--- config.mk ---
export PLATFORM = sky130hd
export DESIGN_NAME = lc3_fetch_unit
export DESIGN_NICKNAME = d
export VERILOG_FILES = /design/src/rtl/lc3_fetch_pkg.sv /design/src/rtl/lc3_fetch_sat_cnt.sv /design/src/rtl/lc3_fetch_unit.sv
export SDC_FILE = /design/constraint.sdc
export NUM_CORES = 1
export LEC_CHECK = 0
export BUFFER_PORTS_ARGS = -buffer_cell sky130_fd_sc_hd__buf_2
export CORE_MARGIN = 3
export CORE_UTILIZATION = 48
export DETAILED_ROUTE_END_ITERATION = 12
export PLACE_DENSITY_LB_ADDON = 0.3
export SETUP_SLACK_MARGIN = 0.1
export SYNTH_ARGS = -nofsm -noshare
export SYNTH_HDL_FRONTEND = slang
export SYNTH_SLANG_ARGS = --single-unit
--- constraint.sdc ---
create_clock -name clock -period 3.05 [get_ports clock]
set_input_delay 0.61 -clock clock [delete_from_list [all_inputs] [get_ports clock]]
set_output_delay 0.61 -clock clock [all_outputs]
set_load 0.1 [all_outputs]
--- src/rtl/lc3_fetch_pkg.sv ---
// Shared types and constants for the LC-3 fetch stage.
package lc3_fetch_pkg;

    localparam int unsigned      ADDR_W           = 16;
    localparam logic [ADDR_W-1:0] DEFAULT_RESET_PC = 16'h3000;

    typedef enum logic {FS_RUN, FS_BUBBLE} fetch_state_t;

endpackage

--- src/rtl/lc3_fetch_sat_cnt.sv ---
// 16-bit saturating event counter with asynchronous active-low reset.
module lc3_fetch_sat_cnt
    import lc3_fetch_pkg::*;
(
    input  logic              clock,
    input  logic              reset,
    input  logic              inc,
    output logic [ADDR_W-1:0] count
);

    // Count increment requests, holding at all-ones once reached.
    always_ff @(posedge clock or negedge reset) begin
        if (!reset) begin
            count <= '0;
        end else if (inc && (count != '1)) begin
            count <= count + 16'd1;
        end
    end

endmodule

--- src/rtl/lc3_fetch_unit.sv ---
// LC-3 fetch stage: program counter, instruction-memory read strobe and
// post-redirect bubble insertion.
// Optional feature macro: FETCH_REDIRECT_CNT_EN adds the redirect_cnt port
// and a saturating count of accepted redirects.
module lc3_fetch_unit
    import lc3_fetch_pkg::*;
#(
    parameter logic [ADDR_W-1:0] RESET_PC         = DEFAULT_RESET_PC,
    parameter int unsigned       REDIRECT_BUBBLES = 1
)(
    input  logic              clock,
    input  logic              reset,
    input  logic              br_taken,
    input  logic [ADDR_W-1:0] taddr,
    input  logic              enable_fetch,
    input  logic              enable_updatePC,
    output logic [ADDR_W-1:0] pc,
    output logic [ADDR_W-1:0] npc,
    output logic              instrmem_rd,
`ifdef FETCH_REDIRECT_CNT_EN
    output logic [ADDR_W-1:0] redirect_cnt,
`endif
    output logic              fetch_valid
);

    // Reload value only meaningful when bubbles are configured.
    localparam bit         HAS_BUBBLE = (REDIRECT_BUBBLES != 0);
    localparam logic [1:0] BUB_RELOAD = HAS_BUBBLE ? 2'(REDIRECT_BUBBLES - 1) : 2'd0;

    fetch_state_t state;
    logic [1:0]   bub_cnt;
    logic         redirect;

    assign redirect = enable_updatePC && br_taken;

    // Next-PC and read strobe are purely combinational.
    always_comb begin
        npc         = pc + 16'd1;
        instrmem_rd = (state == FS_RUN) && enable_fetch;
    end

    // PC, bubble FSM and read-valid pipeline register.
    always_ff @(posedge clock or negedge reset) begin
        if (!reset) begin
            pc          <= RESET_PC;
            state       <= FS_RUN;
            bub_cnt     <= '0;
            fetch_valid <= 1'b0;
        end else begin
            fetch_valid <= instrmem_rd;
            case (state)
                FS_RUN: begin
                    if (enable_updatePC) begin
                        if (br_taken) begin
                            pc <= taddr;
                            if (HAS_BUBBLE) begin
                                state   <= FS_BUBBLE;
                                bub_cnt <= BUB_RELOAD;
                            end
                        end else begin
                            pc <= pc + 16'd1;
                        end
                    end
                end
                FS_BUBBLE: begin
                    // A taken redirect restarts the bubble; sequential updates are dropped.
                    if (redirect) begin
                        pc      <= taddr;
                        bub_cnt <= BUB_RELOAD;
                    end else if (bub_cnt == 2'd0) begin
                        state <= FS_RUN;
                    end else begin
                        bub_cnt <= bub_cnt - 2'd1;
                    end
                end
                default: begin
                    state <= FS_RUN;
                end
            endcase
        end
    end

`ifdef FETCH_REDIRECT_CNT_EN
    lc3_fetch_sat_cnt u_redirect_cnt (
        .clock (clock),
        .reset (reset),
        .inc   (redirect),
        .count (redirect_cnt)
    );
`endif

endmodule

After elaboration in Yosys (flattened, before gate mapping)

Index checks and enable logic that the tools add are counted.

Word-level logic and storage cells: 30
Bits in writable memories: 0
Memories kept: 0
Output and inout port bits: 34
Memory bits (read-only): 0
Input port bits: 21
Latch bits: 0
Register bits: 20

Bitwise gates (word level): 1
Magnitude comparators: 0
Reduce and logical (&&, ||, !) cells: 5
Multiply operators: 0
Div/mod/pow operators: 0
Mux-type cells: 14
$add $sub $neg: 2
Shift-type cells: 0
Eq/ne operators: 4

Operators by type and width:

| cell                  | number |
|---|---|
| $mux 16               | 3 |
| $pmux 16 s2           | 1 |
| $add 16x1->16 const B | 1 |
| $mux 2                | 4 |
| $mux 1                | 4 |
| $ne 2x2->1 const B    | 2 |
| $pmux 2 s2            | 1 |
| $ne 3x3->1 const B    | 1 |
| $reduce_and 3->1      | 1 |
| $logic_and 1x1->1     | 2 |
| $logic_not 2->1       | 1 |
| $ne 2x1->1 const B    | 1 |
| $pmux 1 s2            | 1 |
| $reduce_and 2->1      | 1 |
| $sub 2x1->2 const B   | 1 |
| $not 1->1             | 1 |

Logic depth before layout (Yosys ltp)

Gate-level depths: netlist of run 1.

Word-level depth: 4
Gate-level depth with buffers: 6

Least setup slack after synthesis of run 1

No wires, ideal clock.

Kind: reg2out
Start point: register pc[1]
End point: output npc[12]
Data arrival time: 3.555 ns
Required time: 2.440 ns
Slack: -1.115 ns
Cell stages (with the launch flop): 5
Path buffers: 0
Path through: dfrtp_1 > ha_1 > nand3_1 > or4_1 > xnor2_1

Cells in the longest elaborated chain, start to end: 1

RTL lines:

| element                | line                 | RTL |
|---|---|---|
| from (decl)            | lc3_fetch_unit.sv:17 | `output logic [ADDR_W-1:0] pc,` |
| from (signal assigned) | lc3_fetch_unit.sv:55 | `pc <= taddr;` |
| from (signal assigned) | lc3_fetch_unit.sv:61 | `pc <= pc + 16'd1;` |
| from (signal assigned) | lc3_fetch_unit.sv:68 | `pc <= taddr;` |
| $add 16x1->16          | lc3_fetch_unit.sv:38 | `npc = pc + 16'd1;` |
| to (decl)              | lc3_fetch_unit.sv:18 | `output logic [ADDR_W-1:0] npc,` |

Every way passes these cells.

Final worst setup path of run 1

Start point: register pc[0]
End point: output npc[12]

The elaborated chain is that of the path after synthesis.

==> results of run 1 <==
==> metrics by stage <==
step	std cells	setup TNS, ns	setup WS, ns	util	area, um^2
floorplan	155	-0.168	-0.156	-	1550
global placement	234	0	0.551	0.713	1850
finish	238	0	0.223	0.731	1890
detailed placement	234	0	0.489	0.713	1850
global route	238	0	0.0769	0.731	1890
CTS	238	0	0.108	0.727	1880
==> registers in the layout, indices dropped and copies added, names as in the netlist <==
name,flops
pc,16
fetch_valid,1
state,1
bub_cnt,2
==> layout make-up <==
| class | count | area [um^2] |
|---|---|---|
| multi-input combinational | 116 | 948 |
| timing repair buffer | 59 | 318 |
| fill | 206 | 697 |
| inverter | 9 | 33.8 |
| clock buffer | 4 | 36.3 |
| sequential | 20 | 519 |
| tap | 30 | 37.5 |
==> timing repair <==
action                                 CTS  global route
resized for setup                        0             4
endpoints found under the hold margin    0             0
setup endpoints to repair                0             4
==> cells by family after synthesis <==
logic type | Yosys count
XOR/XNOR | 15
adder cells (fa/ha/maj) | 2
flip-flops | 20
buffers and inverters | 19
AO/OA/AOI/OAI | 45
AND/OR/NAND/NOR | 54
==> per-layer routing <==
layer  vias up  share of wire  global-route usage
li1        680              -                   -
met1       694           0.41               0.285
met2        57           0.50               0.415
met3         8          0.071              0.0370
met4         0          0.018               0.110
met5         -              0                   0
==> synthesized netlist by cell type (3+ instances only) <==
cell,n
dfrtp_1,18
nand2_1,11
nor2_1,11
xnor2_1,10
inv_1,9
o21ai_0,9
a21oi_1,6
clkbuf_1,6
nand3_1,6
nor3_1,5
o22ai_1,5
xor2_1,5
nand3b_1,4
a22oi_1,3
a32o_1,3
buf_2,3
nor4_1,3
==> worst max-delay path, stage by stage, from the launching register on <==
cell,delay (ns)
dfrtp_2,0.43
ha_1,0.25
nand3_1,0.21
or4_1,0.53
xnor2_2,0.15
clkbuf_4,0.34
==> how the worst min path moves through the flow <==
stage                                start  cells past startpoint                endpoint
finish                               reset                      1       pc[3]$_DFFE_PN0P_
detailed placement  bub_cnt[0]$_DFFE_PN0P_                      2  bub_cnt[0]$_DFFE_PN0P_
CTS                                  reset                      1       pc[3]$_DFFE_PN0P_
global route                         reset                      1      pc[14]$_DFFE_PN0P_
global placement    bub_cnt[0]$_DFFE_PN0P_                      2  bub_cnt[0]$_DFFE_PN0P_
floorplan                            reset                      0  bub_cnt[0]$_DFFE_PN0P_
==> summary.txt, run 1 <==
Critical path
  – RR Startpoint: state$_DFF_PN0_
  – Crit path to: npc[12]
  – FF-to-FF path depth: 5
  – Critical Path Sink Type: output pin
  – CP Class: flop to output pin
  – R2R Setup Slk: approximately 1.2 ns
  – Worst EP required: around 2.4 ns
  – Reg2reg end: pc[8]$_DFFE_PN0P_
  – CP Launch Type: flop
  – Launching element of the worst setup path: pc[0]$_DFFE_PN0P_
  – Crit path DAT: approximately 2.2 ns
  – Worst-path fanout max: 6

Logic synthesis
  – Register bit total from synthesis: 20
  – Syn Inst Count: approximately 160
  – Synth area leaders: dfrtp_1 (33%), xnor2_1 (6.4%), dfstp_2 (3.8%), o21ai_0 (3.3%), xor2_1 (3.2%)
  – Largest family of logic cells by synthesized area: compound AO/OA/AOI/OAI gates
  – Post-synthesis cell area: roughly 1400 um^2
  – Syn Nets: between 150 and 200
  – Post-synthesis async set-or-reset flop share: 1.00
  – Number of flops mapped to enable cells by yosys: 0
  – Yosys top cell area share: 0.330
  – Adder-Cell Fraction of Synth Area: 0.0183
  – Cell variety after synth: 48
  – Compound-Gate Fraction of Synth Area: 0.233
  – Xor/xnor cell area share of the yosys netlist: 0.0962
  – Sequential area share after synthesis: 0.368
  – Simple-gate share of the synthesized area: 0.226
  – Top_reg_cell synth: dfrtp_1
  – Synth warnings: 0
  – Avg Synthesized Cell Area: just under 9 um^2
  – Area leader, netlist: dfrtp_1
  – Mux share of post-synthesis cell area: 0

Clocking
  – Hold buffers post-CTS: 0
  – CTS tree: done
  – CTS Buf Count: 3
  – H-tree depth: 1
  – Clk sinks: 20
  – Clock buffer depth: 2
  – Clock Pin Slew Worst Setup and Hold Paths: 0.13 ns
  – # Post-CTS Setup Buffers: 0
  – Clock Latency Late Sink: just over 0.3 ns
  – CTS Root Cell: clkbuf_4

Floorplanning
  – Row cnt: 18
  – Die span in y: 59.3 um
  – # IOs: between 50 and 60
  – Die X: just under 60 um
  – Die ar.: approximately 3500 um^2
  – Initial core utilization: 0.527
  – Core Area: ~2600 um^2

Cells and area
  – Leading cell type in the layout, fill and taps excluded: buf_2
  – Area grow syn2layout: 38.7%
  – Final #Nets: around 230
  – Share of cells above drive strength 1: 0.476
  – Antenna cell count: 0
  – Highest-count cells in the layout ignoring fill and taps: buf_2 (50), dfrtp_2 (13), nor2_1 (11), nand2_1 (11)

Timing
  – Final period utilization: 0.927
  – Max Slew Vio Count: 0
  – Peak Freq: 354 MHz
  – Final hold slack: between 0.2 and 0.25 ns
  – Min Tclk post-route: 2.83 ns
  – Clk_skew: ~0.0084 ns
  – Least-Margin Pin Slew: between 0.7 and 0.8 ns
  – RSZ-0062 raised after global routing: true
  – Final setup viols: 0
  – Final hold vios: 0
  – Relative slew slack: 0.508

Placement
  – Post-DP HPWL: 2880 um
  – GPL Wtd Cong: roughly 0.86
  – PortBufs: 54

Flow run
  – Max cap viols: 0

Global routing
  – Grt ovf: 0
  – Gr usage total: 0.238
  – Vias in the first global route: roughly 1400
  – Initial antenna violation count: 0
  – First-pass GRT wire length: ~6400 um
  – Largest net degree at the start of global routing: 25

Drt
  – First-pass iteration count of the detailed router: 4
  – Remaining DRCs: 0
  – Iteration-0 DRC Markers: 95
  – Avg WL per Cell: 16.3 um
  – Drt total wl: ~3900 um
  – Vias per Instance: slightly above 6
  – Antenna Violating Nets Remaining: 0
  – Via count: about 1400

Min path
  – Hold Crit Class: primary input to async pin

Run status
  – Status: completed
Power of run 1 is not shown: default switching activity piles up to over one toggle a cycle in this logic, so the estimate is an artifact.
==> run 2, diff against run 1 <==
- CORE_MARGIN: 3 -> default
- CTS_CLUSTER_SIZE: default -> 12
==> run 2 against run 1 <==
  * Utilization decreased by 0.29 points
  * Critical path depth stayed put
  * Die area shrank 13%
  * Largest cell class unchanged
  * Via count shrank 2.1%
  * Register-to-register slack improved by 0.02 ns
  * Sequential share of layout area increased by 0.11 points
  * First-iteration DRC count fell by 66%
  * Sequential cell count stayed put
  * Critical endpoint unchanged
  * Final cell count fell by 0.42%
==> summary.txt, run 2 (synthesis gave the netlist of run 1 again) <==
Run status
  – Status: completed

Cells and area
  – Biggest regs: pc (16), bub_cnt (2)
  – Largest register FFs: 16
  – Design Area, Final: approximately 1900 um^2
  – Non-filler cells, final: 237
  – Largest register by flop count: pc
  – Share of cells above drive strength 1: 0.473
  – Final #Nets: between 200 and 250
  – Antenna cell count: 0
  – Leading cell type in the layout, fill and taps excluded: buf_2
  – Highest-count cells in the layout ignoring fill and taps: buf_2 (50), dfrtp_2 (13), nor2_1 (11), nand2_1 (11)
  – Area grow syn2layout: 38.1%

Timing
  – Clk_skew: 0.0111 ns
  – Peak Freq: 352 MHz
  – RSZ-0062 raised after global routing: true
  – Min Tclk post-route: ~2.8 ns
  – Final WS setup: 0.210 ns
  – Final period utilization: 0.931
  – Final hold vios: 0
  – Max Slew Vio Count: 0
  – Least-Margin Pin Slew: between 0.6 and 0.7 ns
  – Setup TNS: 0 ns
  – Final setup viols: 0
  – Relative slew slack: 0.589

Floorplanning
  – Die ar.: 3060 um^2
  – Row cnt: 18
  – # IOs: 55
  – Die X: 55.3 um
  – Initial core utilization: 0.527
  – Die span in y: 55.3 um
  – Core Area: approximately 2600 um^2

Critical path
  – FF-to-FF path depth: 5
  – Worst EP required: roughly 2.4 ns
  – Worst-path fanout max: 6
  – CP Launch Type: flop
  – Crit path DAT: 2.23 ns
  – CP Class: flop to output pin
  – Critical Path Sink Type: output pin

Clocking
  – Clk sinks: 20
  – Clock Latency Late Sink: around 0.31 ns
  – Post-CTS sizing: 0
  – Clock buffer depth: 2
  – # Post-CTS Setup Buffers: 0
  – CTS Root Cell: clkbuf_4
  – Clock Pin Slew Worst Setup and Hold Paths: 0.13 ns
  – CTS tree: done
  – H-tree depth: 1
  – Hold buffers post-CTS: 0
  – CTS Buf Count: 3

Placement
  – GPL Wtd Cong: 0.857
  – Area post-placement: ~1800 um^2
  – Placed Cells: 233
  – Post-DP HPWL: ~2700 um
  – PortBufs: 54
  – Post-Place Worst Slack: 0.504 ns

Drt
  – Remaining DRCs: 0
  – Via count: about 1400
  – Avg WL per Cell: ~16 um
  – Vias per Instance: roughly 5.9
  – Antenna Violating Nets Remaining: 0
  – Drt total wl: roughly 3700 um
  – Iteration-0 DRC Markers: 32
  – First-pass iteration count of the detailed router: 4

Flow run
  – Max cap viols: 0

Global routing
  – Vias in the first global route: around 1400
  – Initial antenna violation count: 0
  – Largest net degree at the start of global routing: 25
  – First-pass GRT wire length: around 6200 um
  – Gr usage total: 0.251
  – Grt ovf: 0

Min path
  – Hold Crit Class: primary input to async pin
==> run 2: final timing paths <==
path	startpoint	end	slack, ns
worst max-delay path	pc[0]$_DFFE_PN0P_	npc[12]	0.21
worst min-delay path	reset	pc[2]$_DFFE_PN0P_	0.23
worst max register to register	pc[0]$_DFFE_PN0P_	pc[8]$_DFFE_PN0P_	1.26
worst min register to register	bub_cnt[0]$_DFFE_PN0P_	bub_cnt[0]$_DFFE_PN0P_	0.57
max in group asynchronous	reset	pc[13]$_DFFE_PN1P_	2.46
min in group clock	taddr[3]	pc[3]$_DFFE_PN0P_	0.53
==> run 2: routing by layer <==
layer | vias up | track usage | wire length (um)
met2 | 52 | 0.408 | 1900
met1 | 679 | 0.335 | 1570
met3 | 7 | 0.0468 | 204
met4 | 0 | 0.0893 | 47
met5 | - | 0 | 0
li1 | 671 | - | -
==> run 2: through the flow <==
| step | utilization | hold slack, ns |
|---|---|---|
| finish | 0.728 | 0.227 |
| detailed placement | 0.710 | 0.561 |
| floorplan | - | 0.314 |
| global route | 0.728 | 0.261 |
| CTS | 0.724 | 0.245 |
| global placement | 0.710 | 0.538 |
==> run 2: final cells by class <==
cell class	instances	area, um^2
clock buffer	4	36.3
fill	208	704
inverter	9	33.8
multi-input combinational	116	948
sequential	20	519
tap	30	37.5
timing repair buffer	58	310
==> run 2: critical path: stages (launching register included) <==
cell      delay, ns
dfrtp_2        0.44
ha_1           0.24
nand3_1        0.20
or4_1          0.53
xnor2_2        0.16
clkbuf_4       0.35
Power of run 2 is left out for the same reason.
==> run 3, diff against run 2 <==
==> constraint.sdc (replaced) <==
create_clock -name clock -period 3.05 [get_ports clock]
set_input_delay 0.305 -clock clock [delete_from_list [all_inputs] [get_ports clock]]
set_output_delay 0.305 -clock clock [all_outputs]
set_load 0.1 [all_outputs]
==> run 3 against run 2 <==
  * Routed wire length shrank 0.78%
  * Register-to-register slack got worse by 0.19 ns
  * Highest routed layer unchanged
  * First-iteration DRC count is 56% higher
  * Worst setup slack gained 0.11 ns
  * Clock skew fell by 0.0063 ns
  * Utilization is 2.0 points lower
  * Cell area shrank 2.8%
  * Sequential share of layout area fell by 0.098 points
  * Final cell count stayed put
  * Global-route usage is essentially flat
  * Via count increased by 1.4%
  * Non-clock buffer count stayed put
==> summary.txt, run 3 (synthesis gave the netlist of run 1 again) <==
Run status
  – Status: completed

Critical path
  – Reg2reg end: pc[10]$_DFFE_PN0P_
  – RR Startpoint: pc[1]$_DFFE_PN0P_
  – Crit path DAT: about 2.4 ns
  – CP Launch Type: flop
  – Worst EP required: roughly 2.7 ns
  – FF-to-FF path depth: 5
  – R2R Setup Slk: between 1 and 1.5 ns
  – Critical Path Sink Type: output pin
  – CP Class: flop to output pin
  – Worst-path fanout max: 6

Timing
  – Final WS setup: roughly 0.32 ns
  – RSZ-0062 raised after global routing: false
  – Min Tclk post-route: 2.73 ns
  – Final period utilization: 0.894
  – Setup TNS: 0 ns
  – Max Slew Vio Count: 0
  – Peak Freq: 367 MHz
  – Least-Margin Pin Slew: roughly 0.66 ns
  – Clk_skew: between 0.004 and 0.005 ns
  – Relative slew slack: 0.554
  – Final setup viols: 0
  – Final hold vios: 0
  – Final hold slack: roughly 0.25 ns

Placement
  – Post-DP HPWL: 2740 um
  – Area post-placement: around 1800 um^2
  – GPL Wtd Cong: 0.857
  – Post-Place Worst Slack: 0.666 ns
  – PortBufs: between 50 and 60

Global routing
  – Initial antenna violation count: 0
  – First-pass GRT wire length: between 6000 and 7000 um
  – Vias in the first global route: roughly 1400
  – Gr usage total: 0.251
  – Grt ovf: 0
  – Largest net degree at the start of global routing: 25

Cells and area
  – Highest-count cells in the layout ignoring fill and taps: buf_2 (54), dfrtp_1 (18), nor2_1 (11), nand2_1 (11)
  – Design Area, Final: ~1800 um^2
  – Largest register FFs: 16
  – Final #Nets: 231
  – Largest register by flop count: pc
  – Share of cells above drive strength 1: 0.396
  – Biggest regs: pc (16), bub_cnt (2)
  – Leading cell type in the layout, fill and taps excluded: buf_2
  – Antenna cell count: 0
  – Area grow syn2layout: 34.3%

Floorplanning
  – # IOs: 55
  – Die ar.: approximately 3000 um^2
  – Die span in y: around 55 um
  – Row cnt: 18
  – Core Area: roughly 2600 um^2
  – Die X: ~55 um
  – Initial core utilization: 0.527

Min path
  – Hold_sp: enable_fetch
  – Hold Path Depth: 2
  – Worst Hold Path EP: fetch_valid$_DFF_PN0_
  – Hold Crit Class: primary input to flop

Clocking
  – Clock buffer depth: 2
  – Post-CTS sizing: 0
  – Clock Pin Slew Worst Setup and Hold Paths: between 0.1 and 0.15 ns
  – CTS Root Cell: clkbuf_4
  – Hold buffers post-CTS: 1
  – Clock Latency Late Sink: 0.30 ns
  – # Post-CTS Setup Buffers: 0
  – CTS Buf Count: 3
  – H-tree depth: 1
  – CTS tree: done
  – Clk sinks: 20

Drt
  – Iteration-0 DRC Markers: 50
  – Drt total wl: 3690 um
  – Antenna Violating Nets Remaining: 0
  – Remaining DRCs: 0
  – Avg WL per Cell: 15.6 um
  – First-pass iteration count of the detailed router: 4
  – Vias per Instance: 6.03
  – Via count: 1429

Flow run
  – Max cap viols: 0
==> run 3: cell count changes in the layout (fill, tap and decap cells not counted) <==
| cell | previous run | this run |
|---|---|---|
| buf_2 | 50 | 54 |
| buf_4 | 4 | 3 |
| clkbuf_1 | 0 | 1 |
| clkbuf_4 | 7 | 3 |
| clkbuf_8 | 1 | 0 |
| dfrtp_1 | 5 | 18 |
| dfrtp_2 | 13 | 0 |
| dlygate4sd3_1 | 0 | 1 |
| xnor2_1 | 1 | 2 |
| xnor2_4 | 3 | 2 |
==> run 3: worst max-delay path, cell delays in order, from the launching register on <==
cell	delay, ns
dfrtp_1	0.43
ha_1	0.27
nand3_1	0.24
nor3_1	0.58
xor2_4	0.16
buf_2	0.43
==> run 3: routing by layer <==
layer / global-route usage / share of wire / up-vias
li1: - / - / 675
met1: 0.318 / 0.41 / 704
met2: 0.444 / 0.54 / 48
met3: 0.0562 / 0.049 / 2
met4: 0.0429 / 0.0032 / 0
met5: 0 / 0 / -
==> run 3: stage by stage <==
step	utilization	instances
after global placement	0.694	232
after detailed placement	0.694	232
final	0.708	237
after CTS	0.708	237
after floorplan	-	155
after global routing	0.708	237
==> run 3: layout make-up <==
| class | instances | area, um^2 |
|---|---|---|
| clock buffer | 4 | 26.3 |
| fill | 225 | 757 |
| inverter | 9 | 33.8 |
| multi-input combinational | 116 | 930 |
| sequential | 20 | 503 |
| tap | 30 | 37.5 |
| timing repair buffer | 58 | 303 |
==> run 3: worst max path at each step <==
stage,start,end,slack [ns],cells past startpoint
3_3_place_gp,pc[0]$_DFFE_PN0P_,npc[12],0.80,5
4_1_cts,pc[1]$_DFFE_PN0P_,npc[10],0.31,5
5_1_grt,pc[1]$_DFFE_PN0P_,npc[10],0.18,5
2_1_floorplan,pc[1]$_DFFE_PN0P_,npc[12],-0.19,4
6_report,pc[1]$_DFFE_PN0P_,npc[10],0.32,5
3_5_place_dp,pc[1]$_DFFE_PN0P_,npc[10],0.67,5
Power of run 3 is left out for the same reason.
